==> src/rtl/flag_branch_unit.sv <==
// Execute-stage flag register with per-opcode update mask, plus branch condition
// resolution against committed or EX-bypassed flags.
module flag_branch_unit #(
    parameter bit BYPASS = 1'b1
) (
    input  logic       clk,
    input  logic       rst,
    input  logic       ex_valid,
    input  logic [3:0] ex_op,
    input  logic [2:0] alu_flags,
    input  logic       stall,
    input  logic       flush,
    input  logic       br_valid,
    input  logic [2:0] br_cond,
    output logic [2:0] flags_q,
    output logic       br_taken,
    output logic       flag_stall
);

    typedef enum logic [2:0] {
        C_NEQ    = 3'b000,
        C_EQ     = 3'b001,
        C_GT     = 3'b010,
        C_LT     = 3'b011,
        C_GTE    = 3'b100,
        C_LTE    = 3'b101,
        C_OVFL   = 3'b110,
        C_UNCOND = 3'b111
    } cond_e;

    localparam int N_BIT = 2;
    localparam int Z_BIT = 1;
    localparam int V_BIT = 0;

    logic [2:0] mask;
    logic [2:0] eff_flags;
    logic       ex_live;
    logic       commit;
    logic       cond_met;

    // NOTE: every always_comb output gets a default first so no path infers a latch.
    always_comb begin
        mask = 3'b000;
        case (ex_op)
            4'b0000, 4'b0001:                   mask = 3'b111;
            4'b0010, 4'b0100, 4'b0101, 4'b0110: mask = 3'b010;
            default:                            mask = 3'b000;
        endcase
    end

    assign ex_live = ex_valid & ~flush;
    assign commit  = ex_live & ~stall;

    // NOTE: sequential state uses non-blocking assignment so all flops update together.
    always_ff @(posedge clk) begin
        if (rst) begin
            flags_q <= 3'b000;
        end else if (commit) begin
            flags_q <= (flags_q & ~mask) | (alu_flags & mask);
        end
    end

    // A stalled EX instruction still forwards: it remains the youngest flag setter.
    always_comb begin
        eff_flags = flags_q;
        if (BYPASS && ex_live) begin
            eff_flags = (flags_q & ~mask) | (alu_flags & mask);
        end
    end

    always_comb begin
        cond_met = 1'b0;
        case (cond_e'(br_cond))
            C_NEQ:    cond_met = ~eff_flags[Z_BIT];
            C_EQ:     cond_met =  eff_flags[Z_BIT];
            C_GT:     cond_met = ~eff_flags[Z_BIT] & ~eff_flags[N_BIT];
            C_LT:     cond_met =  eff_flags[N_BIT];
            C_GTE:    cond_met =  eff_flags[Z_BIT] | ~eff_flags[N_BIT];
            C_LTE:    cond_met =  eff_flags[N_BIT] |  eff_flags[Z_BIT];
            C_OVFL:   cond_met =  eff_flags[V_BIT];
            C_UNCOND: cond_met = 1'b1;
            default:  cond_met = 1'b0;
        endcase
    end

    assign flag_stall = BYPASS ? 1'b0 : (br_valid & ex_live & (|mask));
    assign br_taken   = br_valid & cond_met & ~flag_stall;

endmodule

==> config.mk <==
export PLATFORM = sky130hd
export DESIGN_NAME = flag_branch_unit
export DESIGN_NICKNAME = d
export VERILOG_FILES = /design/src/rtl/flag_branch_unit.sv
export SDC_FILE = /design/constraint.sdc
export NUM_CORES = 1
export LEC_CHECK = 0
export CAP_MARGIN = 20
export CORE_AREA = 10 10 47 49
export CTS_BUF_LIST = sky130_fd_sc_hd__clkbuf_16
export CTS_CLUSTER_SIZE = 10
export DETAILED_ROUTE_END_ITERATION = 16
export DIE_AREA = 0 0 57 59
export PLACE_DENSITY = 0.65
export SYNTH_ARGS = -nofsm -noshare
export SYNTH_HDL_FRONTEND = slang
export SYNTH_SLANG_ARGS = --single-unit
==> constraint.sdc <==
create_clock -name clk -period 1.47 [get_ports clk]
set_input_delay 0.2205 -clock clk [delete_from_list [all_inputs] [get_ports clk]]
set_output_delay 0.2205 -clock clk [all_outputs]
set_load 0.05 [all_outputs]
==> flow_summary_export.csv, run 1 <==
group,metric,value,unit
detailed_routing,dr.pass1.iters,4,
synth,yosysMostFrequentCell,"nand2_1",
synth,netlist_instances,37,
synth,ys_ff_latch,3,
die,start_util,20.8,%
setup_path,worstPathMaxFanout,8,
power,comb_power_share,21.5,%
synth,synth_area_leaders,"dfxtp_1 21%, nor3_4 5.6%, a21oi_1 5.2%",
synth,yosysSeqAreaShare,20.6,%
timing,final-hold-violation-count,0,
power,p_sw,0.000137,W
layout,final.fill_count,140,
global_routing,antenna_found_initial,0,
synth,syn_nets,53,
detailed_routing,via_per_inst,4.64,
die,io_pins,21,
global_routing,grt-ovfl-total,0,
detailed_routing,num_vias,408,
setup_path,r2r-start,"flags_q[1]",
detailed_routing,routedWlPerCell,13.0,microns
detailed_routing,routed-wl-met2,625,microns
run_status,violations,"setup timing",
setup_path,worst_ep_required_time,1.25,ns
layout,fin_area,752,sq um
setup_path,worst_setup_path_start_kind,"primary input",
global_routing,grt_pass1_vias,452,
synth,syn-cell-area,292,sq um
setup_path,r2r_slack,0.74,ns
synth,synth_top_area_share,20.6,%
timing,rsz0062_at_grt,"true",
synth,synthFlopType,"dfxtp_1",
detailed_routing,m1WireLength,395,microns
detailed_routing,wl_met3,104,microns
detailed_routing,drt_iter0_drc,4,
power,power_switching_share,21.2,%
flow_run,max_cap_violations,0,
synth,async_flop_share,0,%
placed_design,dpl_cell_area,617,sq um
synth,synth_common_cells,"4 x nand2_1, 3 x a21oi_1, 3 x dfxtp_1",
timing,clock_skew,0,ns
power,cellLeakagePower,0.347,nW
die,die-area,3360,sq um
timing,finalSetupTns,-0.391,ns
timing,fmax,537,MHz
layout,reg.largest.list,"flags_q: 3 flops",
layout,largest_register,"flags_q",
detailed_routing,route.top_layer_used,"met4",
synth,synth_largest_area_cell,"dfxtp_1",
power,power.density,858,nW/um^2
cts,clkLatencyLatePin,0.22,ns
synth,synthMuxAreaShare,3.43,%
run_status,status,"complete, but fails checks",
layout,diodes,0,
placed_design,place.gp.congestion,0.697,
setup_path,rr_endpoint,"flags_q[1]",
power,p_clk_share,65.8,%
cts,htree_num_levels,1,
setup_path,critPathKind,"primary input to output pin",
power,ir_drop,1160,uV
timing,min_period,1.86,ns
hold_path,min_to,"flags_q[2]",
timing,slew_violations,0,
hold_path,hp-start,"alu_flags[2]",
timing,setup_viol_count_final,1,
timing,setup_ws,-0.391,ns
power,internal_power,0.000509,W
synth,synth.avg_cell_area,7.88,sq um
cts,cts.clk_slew.worst_paths,0.03,ns
cts,cts_buffers,3,
synth,synth_edf_count,0,
cts,clockBufferDepth,2,
cts,clock_sinks,3,
layout,fin_cells,88,
die,fp.dieW,57,microns
global_routing,grt_usage,6.92,%
layout,layout.nets,89,
die,die_h,59,microns
synth,synthXorXnorAreaFrac,0,%
die,fp-row-count,14,
synth,synth_compound_gate_area_share,37.3,%
placed_design,post-place-cells,80,
layout,syn_to_final_growth,158,%
synth,synth_fa_ha_area_share,0,%
global_routing,grt_max_degree,9,
timing,fin_crit_sh,127,%
global_routing,grt_first_pass_wirelength,1.85,mm
detailed_routing,routed_wl,1.15,mm
synth,synth_top_family_by_area,"compound AO/OA/AOI/OAI gates",
synth,yosys_warnings,0,
layout,largest_reg_flops,3,
setup_path,cp.arrival,1.64,ns
power,pwr-share-seq,12.7,%
placed_design,port_buffers,19,
hold_path,holdPathStages,3,
setup_path,worstSetupEndpointType,"output pin",
die,core_area,1400,sq um
layout,drive_above_1_share,52.8,%
hold_path,hold_path.class,"primary input to flop",
detailed_routing,drc,0,
detailed_routing,antenna_left,0,
cts,root_buffer,"clkbuf_16",
cts,tritoncts,"yes",
placed_design,hpwl,861,microns
synth,ys_types,26,
synth,yosys.area_share.simple,33.5,%
setup_path,rr_worst_depth,3,
==> stage by stage <==
stage	hold WS, ns	power [W]	setup slack [ns]	util (%)
6_report	0.318	0.000645	-0.391	53.7
5_1_grt	0.347	0.000671	-0.438	53.7
4_1_cts	0.394	0.000644	-0.386	51.1
3_5_place_dp	0.463	0.000213	-0.711	44.0
3_3_place_gp	0.456	0.000213	-0.686	44.0
2_1_floorplan	0.280	0.000134	-0.191	-
==> worst max-delay path by stage <==
stage	from	end	depth (start not counted)	slack, ns
after CTS	flags_q[2]	br_taken	5	-0.39
after global routing	ex_op[0]	br_taken	7	-0.44
after floorplan	flush	br_taken	5	-0.19
after detailed placement	ex_op[1]	br_taken	7	-0.71
after global placement	ex_op[1]	br_taken	7	-0.69
final	ex_valid	br_taken	7	-0.39
==> what timing repair did <==
item / CTS / global route
gates resized for setup: 23 / 9
setup endpoints to repair: 1 / 1
hold endpoints to repair: 0 / 0
pin swaps: 8 / 7
setup buffers: 4 / 0
gates cloned: 0 / 0
hold buffers: 0 / 0
==> power by group through the flow <==
stage,registers (W),clock network [W],logic [W]
final,0.0000818,0.000425,0.000139
after detailed placement,0.0000828,0,0.000131
after floorplan,0.0000861,0,0.0000482
after global placement,0.0000828,0,0.000130
after global routing,0.0000819,0.000441,0.000148
after CTS,0.0000818,0.000431,0.000131
==> final cells by class <==
cell class / instances / area, sq um / share of cell area [%]
Clock buffer: 3 / 75.1 / 9.98
Clock inverter: 1 / 3.75 / 0.499
Inverter: 1 / 3.75 / 0.499
Multi-Input combinational cell: 32 / 280 / 37.3
Sequential cell: 3 / 66.3 / 8.82
Tap cell: 16 / 20.0 / 2.66
Timing Repair Buffer: 32 / 303 / 40.3
==> critical path: stages <==
cell,delay [ns]
clkbuf_2,0.08
and2b_4,0.18
a311o_1,0.39
nor4_4,0.33
a221oi_4,0.07
a31oi_4,0.21
buf_12,0.15
==> cells by family (layout without fill, tap and decap cells) <==
logic type | count (synthesis) | in the layout
buf+inv | 2 | 37
mux | 1 | 1
flops | 3 | 3
compound gates | 14 | 14
simple gates | 16 | 16
other cells | 1 | 1
==> placed cells by master, fill, tap and decap left out, types with 2 or more instances in the layout <==
cell,n
clkdlybuf4s50_1,5
nand3_1,2
buf_4,14
inv_1,2
buf_12,3
nor2_1,2
nand2_1,4
dfxtp_2,2
dlymetal6s2s_1,3
clkbuf_16,3
a21boi_2,2
a21oi_1,2
buf_2,3
==> metal layers <==
layer / global-route usage, % / vias to the layer above
li1: - / 211
met1: 5.60 / 177
met2: 13.0 / 17
met3: 3.65 / 3
met4: 4.03 / 0
met5: 0 / -
Note: power is estimated with default switching activity, not from simulation.
==> inputs of run 2 (changes only) <==
--- a/config.mk
+++ b/config.mk
@@ -12,6 +12,7 @@
 export DETAILED_ROUTE_END_ITERATION = 16
 export DIE_AREA = 0 0 57 59
 export PLACE_DENSITY = 0.65
+export SLEW_MARGIN = 40
 export SYNTH_ARGS = -nofsm -noshare
 export SYNTH_HDL_FRONTEND = slang
 export SYNTH_SLANG_ARGS = --single-unit
==> constraint.sdc (replaced) <==
create_clock -name clk -period 2.3 [get_ports clk]
set_input_delay 0.345 -clock clk [delete_from_list [all_inputs] [get_ports clk]]
set_output_delay 0.345 -clock clk [all_outputs]
set_load 0.05 [all_outputs]
==> run 2 against run 1 <==
Compared with the run above: the flow now finishes without violations; clock power fell by 36%; cell area fell by 5.3%; die area did not move; sequential share of layout area fell by 0.38 points; final cell count fell by 6.8%; flip-flop and latch count did not move; core utilization fell by 2.9 points; largest power group unchanged.
==> flow_summary_export.csv, run 2 (synthesis gave the netlist of run 1 again) <==
group,metric,value,unit
run_status,status,"completed",
timing,rsz0062_at_grt,"false",
cts,clkLatencyLatePin,0.22,ns
cts,tritoncts,"yes",
detailed_routing,via_per_inst,4.83,
setup_path,worstPathMaxFanout,3,
power,cellLeakagePower,0.300,nW
detailed_routing,drc,0,
layout,largest_reg_flops,3,
placed_design,hpwl,760,microns
setup_path,critPathMaxStageDelay,0.45,ns
timing,setup_viol_count_final,0,
power,total_power,0.000406,W
global_routing,grt_max_degree,7,
placed_design,place.gp.congestion,0.697,
flow_run,max_cap_violations,0,
setup_path,path_cells,"clkdlybuf4s50_1 > a311o_1 > nor4_4 > a221oi_4 > a31oi_2 > buf_12",
layout,postLayoutCoreUtil,50.8,%
die,die-area,3360,sq um
setup_path,rr_endpoint,"flags_q[1]",
layout,layout_common_cells,"12 x clkdlybuf4s50_1, 5 x buf_4, 4 x nand2_1",
setup_path,worstSetupEndpointType,"output pin",
timing,fmax,451,MHz
die,start_util,20.8,%
setup_path,r2r-start,"flags_q[1]",
detailed_routing,routedWlPerCell,13.2,microns
layout,largest_register,"flags_q",
layout,layout.nets,83,
setup_path,r2r_slack,1.71,ns
detailed_routing,antenna_left,0,
setup_path,path_buf_inv,2,
cts,htree_num_levels,1,
setup_path,critPathSlowestCell,"clkdlybuf4s50_1",
setup_path,worst_ep_required_time,1.96,ns
setup_path,rr_worst_depth,2,
layout,final.fill_count,136,
cts,root_buffer,"clkbuf_16",
setup_path,critPathKind,"primary input to output pin",
layout,reg.largest.list,"flags_q: 3 flops",
detailed_routing,dr.pass1.iters,4,
timing,slew_violations,0,
detailed_routing,drt_iter0_drc,7,
setup_path,critPathTopFamily,"compound AO/OA/AOI/OAI gates",
cts,clock_sinks,3,
layout,layout_commonest_cell,"clkdlybuf4s50_1",
timing,fin_crit_sh,96.4,%
die,die_h,59,microns
cts,cts_buffers,3,
power,power.density,571,nW/um^2
die,io_pins,21,
hold_path,holdPathStages,2,
global_routing,grt_pass1_vias,452,
detailed_routing,num_vias,396,
detailed_routing,routed_wl,1.08,mm
timing,clock_skew,0,ns
timing,slew_headroom,66.3,%
cts,cts.clk_slew.worst_paths,0.03,ns
global_routing,grt_usage,6.49,%
global_routing,grt_first_pass_wirelength,1.78,mm
hold_path,hold_path.class,"flop to flop",
hold_path,hp-start,"flags_q[0]",
timing,max_slew.worst_pin.slew,0.504,ns
die,core_area,1400,sq um
cts,clockBufferDepth,2,
cts,hold_buffers,0,
power,ir_drop,465,uV
timing,min_period,2.22,ns
layout,diodes,0,
layout,drive_above_1_share,36.4,%
hold_path,min_to,"flags_q[0]",
die,fp.dieW,57,microns
global_routing,antenna_found_initial,0,
layout,syn_to_final_growth,144,%
setup_path,worst_setup_path_start_kind,"primary input",
setup_path,cp.arrival,1.87,ns
placed_design,port_buffers,19,
timing,final-hold-violation-count,0,
die,fp-row-count,14,
global_routing,grt-ovfl-total,0,
==> run 2: per-layer routing <==
layer | share of wire (%) | global-route usage [%] | wire (microns) | vias up
li1 | - | - | - | 201
met1 | 43 | 6.78 | 470 | 177
met2 | 48 | 9.92 | 522 | 18
met3 | 8.2 | 3.22 | 89 | 0
met4 | 0 | 4.70 | 0 | 0
met5 | 0 | 0 | 0 | -
==> run 2: stage by stage <==
stage               worst slack (ns)  setup TNS (ns)  cell area [sq um]  instances  hold WS [ns]
floorplan                      0.184               0                298         37         0.414
global placement              -0.112          -0.112                548         76         0.462
detailed placement            -0.113          -0.113                548         76         0.461
CTS                          0.00535               0                668         82         0.468
global route                  0.0192               0                712         82         0.492
finish                        0.0820               0                712         82         0.467
==> run 2: how the worst max path moves through the flow <==
| stage | from | to | slack [ns] | depth (start not counted) |
|---|---|---|---|---|
| CTS | ex_valid | br_taken | 0.005 | 7 |
| global placement | ex_op[1] | br_taken | -0.11 | 7 |
| global route | br_cond[0] | br_taken | 0.02 | 6 |
| detailed placement | ex_op[1] | br_taken | -0.11 | 7 |
| floorplan | ex_op[1] | br_taken | 0.18 | 5 |
| finish | alu_flags[2] | br_taken | 0.08 | 6 |
==> run 2: tightest hold or removal path: stages, from the launching register on <==
cell and delay [ns]:
dfxtp_1 0.31, nand2_1 0.05, a21oi_1 0.05
==> run 2: timing repair <==
| item | 4_1_cts | 5_1_grt |
|---|---|---|
| buffers inserted | 2 | 0 |
| gates resized for setup | 10 | 10 |
| endpoints found under the hold margin | 0 | 0 |
| setup endpoints to repair | 1 | 1 |
| cloned | 0 | 0 |
| pin swaps | 9 | 9 |
==> run 2: power breakdown <==
part,switching [W],leakage (nW),internal (W)
registers,0.000000347,0.0242,0.0000530
logic,0.0000384,0.234,0.0000451
clock network,0.0000457,0.0423,0.000224
total,0.0000844,0.300,0.000322
==> run 2: cell type report <==
| type | instances | area [sq um] | share of cell area [%] |
|---|---|---|---|
| repair buffers | 26 | 262 | 36.7 |
| clock inverters | 1 | 3.75 | 0.527 |
| flip-flops and latches | 3 | 60.1 | 8.44 |
| multi-input cells | 32 | 288 | 40.4 |
| well taps | 16 | 20.0 | 2.81 |
| inverters | 1 | 3.75 | 0.527 |
| clock buffers | 3 | 75.1 | 10.5 |
==> inputs of run 3 (changes only) <==
--- a/config.mk
+++ b/config.mk
@@ -6,12 +6,14 @@
 export NUM_CORES = 1
 export LEC_CHECK = 0
 export CAP_MARGIN = 20
-export CORE_AREA = 10 10 47 49
+export CELL_PAD_IN_SITES_DETAIL_PLACEMENT = 0
+export CELL_PAD_IN_SITES_GLOBAL_PLACEMENT = 1
+export CORE_MARGIN = 10
+export CORE_UTILIZATION = 22
 export CTS_BUF_LIST = sky130_fd_sc_hd__clkbuf_16
 export CTS_CLUSTER_SIZE = 10
 export DETAILED_ROUTE_END_ITERATION = 16
-export DIE_AREA = 0 0 57 59
-export PLACE_DENSITY = 0.65
+export PLACE_DENSITY = 0.75
 export SLEW_MARGIN = 40
 export SYNTH_ARGS = -nofsm -noshare
 export SYNTH_HDL_FRONTEND = slang
==> run 3 against run 2 <==
Compared with the run above: combinational power fell by 0.6%; total power fell by 0.21%; clock skew did not move; flip-flop and latch count did not move; largest cell class unchanged.
==> flow_summary_export.csv, run 3 (synthesis gave the netlist of run 1 again) <==
group,metric,value,unit
cts,htree_num_levels,1,
die,core_area,1270,sq um
timing,min_period,2.22,ns
hold_path,min_to,"flags_q[2]",
global_routing,grt-ovfl-total,0,
setup_path,critPathMaxStageDelay,0.32,ns
timing,max_slew.worst_pin.slew,0.500,ns
power,power.density,586,nW/um^2
die,fp.dieW,56.4,microns
timing,slew_headroom,66.5,%
setup_path,critPathKind,"primary input to output pin",
layout,diodes,0,
die,io_pins,21,
placed_design,dpl_cell_area,539,sq um
die,fp-row-count,13,
global_routing,grt_first_pass_wirelength,1.72,mm
timing,fmax,451,MHz
hold_path,hold_path.class,"flop to flop",
flow_run,max_cap_violations,0,
cts,cts_buffers,3,
global_routing,grt_usage,6.76,%
timing,finalSetupTns,0,ns
setup_path,critPathTopFamily,"compound AO/OA/AOI/OAI gates",
timing,setup_ws,0.0818,ns
setup_path,worst_ep_required_time,1.96,ns
die,die-area,3180,sq um
detailed_routing,routedWlPerCell,13.2,microns
cts,root_buffer,"clkbuf_16",
setup_path,path_cells,"dlygate4sd2_1 > nor3_4 > a21boi_2 > a31o_1 > a211o_1 > a31oi_4 > buf_12",
cts,clock_sinks,3,
setup_path,r2r_slack,1.70,ns
layout,postLayoutCoreUtil,54.5,%
setup_path,rr_endpoint,"flags_q[1]",
hold_path,hp-start,"flags_q[2]",
cts,tritoncts,"yes",
hold_path,holdPathStages,2,
layout,reg.largest.list,"flags_q: 3 flops",
timing,final-hold-violation-count,0,
setup_path,worstSetupEndpointType,"output pin",
layout,drive_above_1_share,34.4,%
cts,clkLatencyLatePin,0.22,ns
layout,layout_commonest_cell,"clkdlybuf4s50_1",
layout,syn_to_final_growth,137,%
cts,cts.clk_slew.worst_paths,0.03,ns
timing,clock_skew,0,ns
timing,slew_violations,0,
layout,layout.nets,81,
setup_path,path_buf_inv,2,
placed_design,dp_slack,-0.134,ns
timing,setup_viol_count_final,0,
die,start_util,23.0,%
detailed_routing,drc,0,
layout,largest_register,"flags_q",
layout,fin_area,692,sq um
power,ir_drop,460,uV
setup_path,rr_worst_depth,2,
setup_path,cp.depth,7,
layout,largest_reg_flops,3,
layout,layout_common_cells,"12 x clkdlybuf4s50_1, 5 x dlygate4sd2_1, 5 x buf_4",
timing,fin_crit_sh,96.4,%
setup_path,crit_start,"ex_op[3]",
power,cellLeakagePower,0.282,nW
placed_design,port_buffers,19,
cts,clockBufferDepth,2,
detailed_routing,num_vias,382,
setup_path,worstPathMaxFanout,3,
detailed_routing,routed_wl,1.04,mm
run_status,status,"completed",
setup_path,worst_setup_path_start_kind,"primary input",
global_routing,antenna_found_initial,0,
placed_design,hpwl,771,microns
die,die_h,56.4,microns
setup_path,critPathSlowestCell,"a211o_1",
global_routing,grt_pass1_vias,416,
placed_design,place.gp.congestion,0.696,
detailed_routing,dr.pass1.iters,4,
global_routing,grt_max_degree,9,
detailed_routing,via_per_inst,4.84,
detailed_routing,drt_iter0_drc,2,
setup_path,r2r-start,"flags_q[1]",
setup_path,cp.arrival,1.87,ns
detailed_routing,antenna_left,0,
-- run 3: what timing repair did --
item	CTS	global route
pin swaps	7	5
endpoints found under the setup margin	1	1
resized for setup	13	5
hold buffers	0	0
setup buffers	1	0
-- run 3: stage by stage --
step / hold slack [ns] / power [W] / std cells
finish: 0.470 / 0.000406 / 79
global route: 0.496 / 0.000421 / 79
CTS: 0.475 / 0.000404 / 79
detailed placement: 0.468 / 0.000127 / 74
global placement: 0.461 / 0.000127 / 74
floorplan: 0.414 / 0.0000834 / 37
-- run 3: area by class of cell --
cell class	instances	area (sq um)
fill	122	577
inverter	1	3.75
timing repair buffer	24	234
tap	15	18.8
multi-input combinational	32	297
sequential	3	60.1
clock buffer	3	75.1
clock inverter	1	3.75
-- run 3: worst max-delay path by stage --
stage,endpoint,slack [ns]
floorplan,br_taken,0.18
global placement,br_taken,-0.14
detailed placement,br_taken,-0.13
CTS,br_taken,0.03
global route,br_taken,-0.004
finish,br_taken,0.08
-- run 3: power breakdown --
part | internal, W | leakage [nW] | switching (W)
Clock | 0.000224 | 0.0423 | 0.0000453
Sequential | 0.0000530 | 0.0242 | 0.000000397
Combinational | 0.0000435 | 0.215 | 0.0000395
Total | 0.000320 | 0.282 | 0.0000852
-- run 3: worst reg2reg max path, cell delays in order (launching register included) --
cell and delay, ns:
dfxtp_1 0.31, mux2i_1 0.13, nor2_1 0.05
-- run 3: layer usage --
layer  global-route usage (%)  routed length (microns)  share of wire, %
met1                     6.54                      447                43
met2                     9.83                      454                44
met3                     4.72                      111                11
met4                     5.15                       25               2.4
met5                        0                        0                 0
